File: src/rtl/rv32i_pkg.sv
// Shared RV32I decode encodings and LSU types; loadtype/storetype values mirror the control unit.
// Latency: n/a (types and pure helper functions only).
// Backpressure: n/a.
package rv32i_pkg;

  typedef enum logic [2:0] {
    LD_LB  = 3'b000,
    LD_LH  = 3'b001,
    LD_LW  = 3'b010,
    LD_LBU = 3'b011,
    LD_LHU = 3'b100
  } loadtype_e;

  typedef enum logic [1:0] {
    ST_SB = 2'b00,
    ST_SH = 2'b01,
    ST_SW = 2'b10
  } storetype_e;

  typedef enum logic [1:0] {
    SZ_B = 2'b00,
    SZ_H = 2'b01,
    SZ_W = 2'b10
  } size_e;

  typedef enum logic [1:0] {
    IDLE = 2'b00,
    ACC1 = 2'b01,
    ACC2 = 2'b10,
    RESP = 2'b11
  } lsu_state_e;

  localparam logic [3:0] BE_ALL = 4'b1111;

  // Unlisted encodings (LT 101-111, ST 11) fall through to word size.
  function automatic size_e op_size(input logic store, input logic [2:0] lt, input logic [1:0] st);
    if (store) begin
      case (st)
        ST_SB:   return SZ_B;
        ST_SH:   return SZ_H;
        default: return SZ_W;
      endcase
    end
    case (lt)
      LD_LB, LD_LBU: return SZ_B;
      LD_LH, LD_LHU: return SZ_H;
      default:       return SZ_W;
    endcase
  endfunction

  function automatic logic misaligned(input size_e sz, input logic [1:0] k);
    return (sz == SZ_H && k[0]) || (sz == SZ_W && k != 2'b00);
  endfunction

endpackage

File: src/rtl/lsu_align.sv
// Lane alignment: byte-enable mask over two words, rotated store data, shifted/extended load data.
// Latency: combinational.
// Backpressure: none.
module lsu_align import rv32i_pkg::*; (
  input  logic [1:0]  k,
  input  size_e       size,
  input  logic        sign,
  input  logic [31:0] wdata,
  input  logic [63:0] rdata,
  output logic [7:0]  be_mask,
  output logic [31:0] wdata_rot,
  output logic [31:0] ld_data
);

  logic [5:0]  sh;
  logic [3:0]  base;
  logic [31:0] rlo;

  always_comb begin
    sh = {k, 3'b000};
    case (size)
      SZ_B:    base = 4'b0001;
      SZ_H:    base = 4'b0011;
      default: base = BE_ALL;
    endcase
    be_mask = {4'b0000, base} << k;
    // A 32-bit right shift yields 0, so k=0 degenerates cleanly to wdata.
    wdata_rot = (wdata << sh) | (wdata >> (6'd32 - sh));
    rlo = 32'(rdata >> sh);
    case (size)
      SZ_B:    ld_data = {{24{sign & rlo[7]}}, rlo[7:0]};
      SZ_H:    ld_data = {{16{sign & rlo[15]}}, rlo[15:0]};
      default: ld_data = rlo;
    endcase
  end

endmodule

File: src/rtl/lsu_rv32i.sv
// RV32I load/store unit: one request -> one or two word accesses on a req/ack port -> done pulse.
// Latency: 2 cycles min aligned, 3 split (LSU_MISALIGN_SPLIT_EN), 1 for a rejected misaligned access.
// Backpressure: busy high while in flight, requests dropped; mem_* held stable until mem_ack.
module lsu_rv32i import rv32i_pkg::*; #(
  parameter int ADDR_W = 32
) (
  input  logic              clock,
  input  logic              reset,
  input  logic              req_valid,
  input  logic              req_store,
  input  logic [2:0]        req_loadtype,
  input  logic [1:0]        req_storetype,
  input  logic [ADDR_W-1:0] req_addr,
  input  logic [31:0]       req_wdata,
  output logic              busy,
  output logic              done,
  output logic              err,
  output logic [31:0]       rd_data,
  output logic              mem_req,
  output logic              mem_we,
  output logic [3:0]        mem_be,
  output logic [ADDR_W-1:0] mem_addr,
  output logic [31:0]       mem_wdata,
  input  logic              mem_ack,
  input  logic [31:0]       mem_rdata
);

`ifdef LSU_MISALIGN_SPLIT_EN
  localparam bit SPLIT_EN = 1'b1;
`else
  localparam bit SPLIT_EN = 1'b0;
`endif

  lsu_state_e        state, state_n;
  logic              store_q, sign_q, split_q;
  size_e             size_q;
  logic [1:0]        k_q;
  logic [31:0]       word0_q;

  size_e             size_in, a_size;
  logic              sign_in, mis_in, a_sign;
  logic [1:0]        a_k;
  logic [63:0]       a_rdata;
  logic [7:0]        be_mask;
  logic [31:0]       wdata_rot, ld_data;

  logic              done_n, err_n, mem_req_n, mem_we_n;
  logic [3:0]        mem_be_n;
  logic [ADDR_W-1:0] mem_addr_n;
  logic [31:0]       mem_wdata_n, rd_data_n;

  // In IDLE the aligner sees the live request; afterwards the latched one.
  always_comb begin
    size_in = op_size(req_store, req_loadtype, req_storetype);
    sign_in = !req_store && (req_loadtype == LD_LB || req_loadtype == LD_LH);
    mis_in  = misaligned(size_in, req_addr[1:0]);
    a_k     = (state == IDLE) ? req_addr[1:0] : k_q;
    a_size  = (state == IDLE) ? size_in : size_q;
    a_sign  = (state == IDLE) ? sign_in : sign_q;
    a_rdata = (state == ACC2) ? {mem_rdata, word0_q} : {32'h0, mem_rdata};
  end

  lsu_align u_align (
    .k         (a_k),
    .size      (a_size),
    .sign      (a_sign),
    .wdata     (req_wdata),
    .rdata     (a_rdata),
    .be_mask   (be_mask),
    .wdata_rot (wdata_rot),
    .ld_data   (ld_data)
  );

  always_comb begin
    state_n     = state;
    done_n      = 1'b0;
    err_n       = 1'b0;
    rd_data_n   = 32'h0;
    mem_req_n   = mem_req;
    mem_we_n    = mem_we;
    mem_be_n    = mem_be;
    mem_addr_n  = mem_addr;
    mem_wdata_n = mem_wdata;
    case (state)
      IDLE: begin
        if (req_valid) begin
          if (mis_in && !SPLIT_EN) begin
            state_n = RESP;
            done_n  = 1'b1;
            err_n   = 1'b1;
          end else begin
            state_n     = ACC1;
            mem_req_n   = 1'b1;
            mem_we_n    = req_store;
            mem_be_n    = req_store ? be_mask[3:0] : 4'b0000;
            mem_addr_n  = {req_addr[ADDR_W-1:2], 2'b00};
            mem_wdata_n = req_store ? wdata_rot : 32'h0;
          end
        end
      end
      ACC1, ACC2: begin
        if (mem_ack) begin
          if (state == ACC1 && split_q) begin
            // mem_req stays high straight into the second word.
            state_n    = ACC2;
            mem_be_n   = store_q ? be_mask[7:4] : 4'b0000;
            mem_addr_n = mem_addr + ADDR_W'(4);
          end else begin
            state_n   = RESP;
            done_n    = 1'b1;
            rd_data_n = store_q ? 32'h0 : ld_data;
            mem_req_n = 1'b0;
            mem_we_n  = 1'b0;
            mem_be_n  = 4'b0000;
          end
        end
      end
      default: state_n = IDLE;
    endcase
  end

  always_ff @(posedge clock) begin
    if (reset) begin
      state     <= IDLE;
      busy      <= 1'b0;
      done      <= 1'b0;
      err       <= 1'b0;
      rd_data   <= 32'h0;
      mem_req   <= 1'b0;
      mem_we    <= 1'b0;
      mem_be    <= 4'b0000;
      mem_addr  <= '0;
      mem_wdata <= 32'h0;
      store_q   <= 1'b0;
      sign_q    <= 1'b0;
      split_q   <= 1'b0;
      size_q    <= SZ_B;
      k_q       <= 2'b00;
      word0_q   <= 32'h0;
    end else begin
      state     <= state_n;
      busy      <= (state_n != IDLE);
      done      <= done_n;
      err       <= err_n;
      rd_data   <= rd_data_n;
      mem_req   <= mem_req_n;
      mem_we    <= mem_we_n;
      mem_be    <= mem_be_n;
      mem_addr  <= mem_addr_n;
      mem_wdata <= mem_wdata_n;
      if (state == IDLE && req_valid) begin
        store_q <= req_store;
        sign_q  <= sign_in;
        split_q <= SPLIT_EN && mis_in;
        size_q  <= size_in;
        k_q     <= req_addr[1:0];
      end
      if (state == ACC1 && mem_ack) word0_q <= mem_rdata;
    end
  end

endmodule
File: config.mk
export PLATFORM = sky130hd
export DESIGN_NAME = lsu_rv32i
export DESIGN_NICKNAME = d
export VERILOG_FILES = /design/src/rtl/rv32i_pkg.sv /design/src/rtl/lsu_align.sv /design/src/rtl/lsu_rv32i.sv
export SDC_FILE = /design/constraint.sdc
export NUM_CORES = 1
export LEC_CHECK = 0
export ABC_AREA = 1
export CORE_ASPECT_RATIO = 1.1
export CORE_MARGIN = 4
export CORE_UTILIZATION = 50
export DETAILED_ROUTE_END_ITERATION = 8
export PLACE_DENSITY = 0.81
export SLEW_MARGIN = 15
export SYNTH_ARGS = -nofsm -noshare
export SYNTH_HDL_FRONTEND = slang
export SYNTH_HIERARCHICAL = 1
export SYNTH_SLANG_ARGS = --single-unit
File: constraint.sdc
create_clock -name clock -period 3.7 [get_ports clock]
set_input_delay 0.74 -clock clock [delete_from_list [all_inputs] [get_ports clock]]
set_output_delay 0.74 -clock clock [all_outputs]
set_load 0.05 [all_outputs]
==> reports/results.ini <==
[outcome]
status=finished, final reports clean

[global_route]
grt_pass1_vias=8535
grt_use_total_pct=25.9
grt_pass1_wl_um=40200
antenna_found_initial=1
grt_remaining_overflow=0
grt_max_degree=67

[worst_hold_path]
hp-class=flop to flop

[clock_network]
clk_latency_ns=0.42
cts_buffer_depth=2
cts-root-buf=clkbuf_16
postCtsSetupBuffers=0
cts_tree=built
cts_hold_buf=0
clkSlewWorstSetupHoldPaths_ns=0.06
cts-htree-levels=4
cts_made_buffers=17
cts_resized=0
cts_sinks=143

[sta]
tns_ns=0
min_period_over_period_pct=78.7
max_freq_ghz=0.343
finalCriticalPeriod_ns=2.91
postLayoutSetupSlackWorst_ns=0.788
rsz0062_at_grt=no
whs_ns=0.464
skew_ns=0.00965
hold_viol=0
setup_violations=0
relSlewSlack_pct=55.9
tightest_slew_ns=0.659
slew_violations=0

[floorplan]
core_area_mm2=0.0164
die_x_um=131
ioPinCount=211
die_area_mm2=0.0189
rows=49
die_y_um=144
initial_core_util_pct=51.0

[detailed_routing]
vias=9104
vias_per_cell=5.16
drc_errors=0
drt_iter0_drc=937
drt_wl_total_um=25200
first_pass_iters=6
ant_nets=0
drt-wirelength-per-cell_um=14.3

[final_layout]
drive_above_1_share_pct=4.42
layout_commonest_cell=nand2_1
final_cell_mix=nand2_1, inv_1, clkdlybuf4s50_1
nets=1661
n_antenna_cell=0
fin_cells=1766
synthToLayoutAreaGrowth_pct=31.1

[place]
dp.cells=1735
io_buffers=208
dp_worst_setup_slack_ns=0.489
place.gp.congestion=0.905
dp_hpwl_um=17800

[setup_path]
worstSetupStartpointType=flop
critPathCaptureType=flop
criticalPathCategory=flop to flop
arrival_ns=3.26
cp_cell_sequence=inv_1 > ha_1 > o21ai_2 > inv_2 > ha_1 > inv_1 > nor2_1 > inv_1 > o211ai_1 > nand3_1 > a21oi_1
crit_top_cell=inv_1
slowest_delay_ns=0.52
critical-path-slowest-cell=o21ai_2
required_ns=4.05
crit_fanout=12

[pwr]
vdd_drop_max_v=0.000540
p_total_uw=9050
cellPowerDensity_mw_per_mm2=823
p_leak_uw=0.00519

[synth]
avgSynthCellArea_um2=6.01
yosys_warnings=6
syn_area_mm2=0.00839
syn-instance-count=1395

[run]
cap_violations=0

## path summary, 6_finish.rpt
check | cells after the start | slack (ns) | start | to
worst max register to register | 11 | 0.79 | state[1] | mem_wdata[13]
worst min-delay path | 2 | 0.46 | mem_wdata[21] | mem_wdata[21]
worst max-delay path | 11 | 0.79 | state[1] | mem_wdata[13]
worst min register to register | 2 | 0.46 | mem_wdata[21] | mem_wdata[21]
## through the flow
stage | instance area (um2) | util [%]
after floorplan | 8390 | -
final | 11000 | 66.9
after detailed placement | 10400 | 63.4
after global routing | 11000 | 66.9
after global placement | 10400 | 63.4
after CTS | 11000 | 66.9
## sequential cells by signal, summed over array words and instances, names as in the netlist
register   count
mem_wdata     32
rd_data       32
word0_q       32
mem_addr      30
mem_be         4
k_q            2
size_q         2
state          2
busy           1
done           1
err            1
mem_req        1
mem_we         1
sign_q         1
store_q        1
## per-layer routing
layer  GRT usage, %  up-vias  share of wire [%]
met2           46.2      347                 48
met1           30.1     4063                 42
met4           12.1        2                3.6
met5              0        -              0.028
li1               -     4627                  -
met3           5.32       65                6.6
## critical path, delay by kind of cell (launching register included)
kind | cells | cell delay [ns]
compound gates | 3 | 0.91
fa+ha+maj | 2 | 0.69
buf+inv | 4 | 0.44
simple gates | 2 | 0.40
flops | 1 | 0.38
## where the power goes
part,internal [uW],switching [uW]
Sequential,1910,171
Combinational,1650,3650
Clock,1020,647
## area by class of cell
cell class / instances / area, um2
repair buffers: 228 / 2230
multi-input cells: 915 / 4150
clock inverters: 10 / 114
clock buffers: 21 / 460
inverters: 245 / 921
flip-flops and latches: 143 / 2860
fillers: 1484 / 5440
well taps: 204 / 255
No activity file was read; power rests on OpenSTA's default activity.
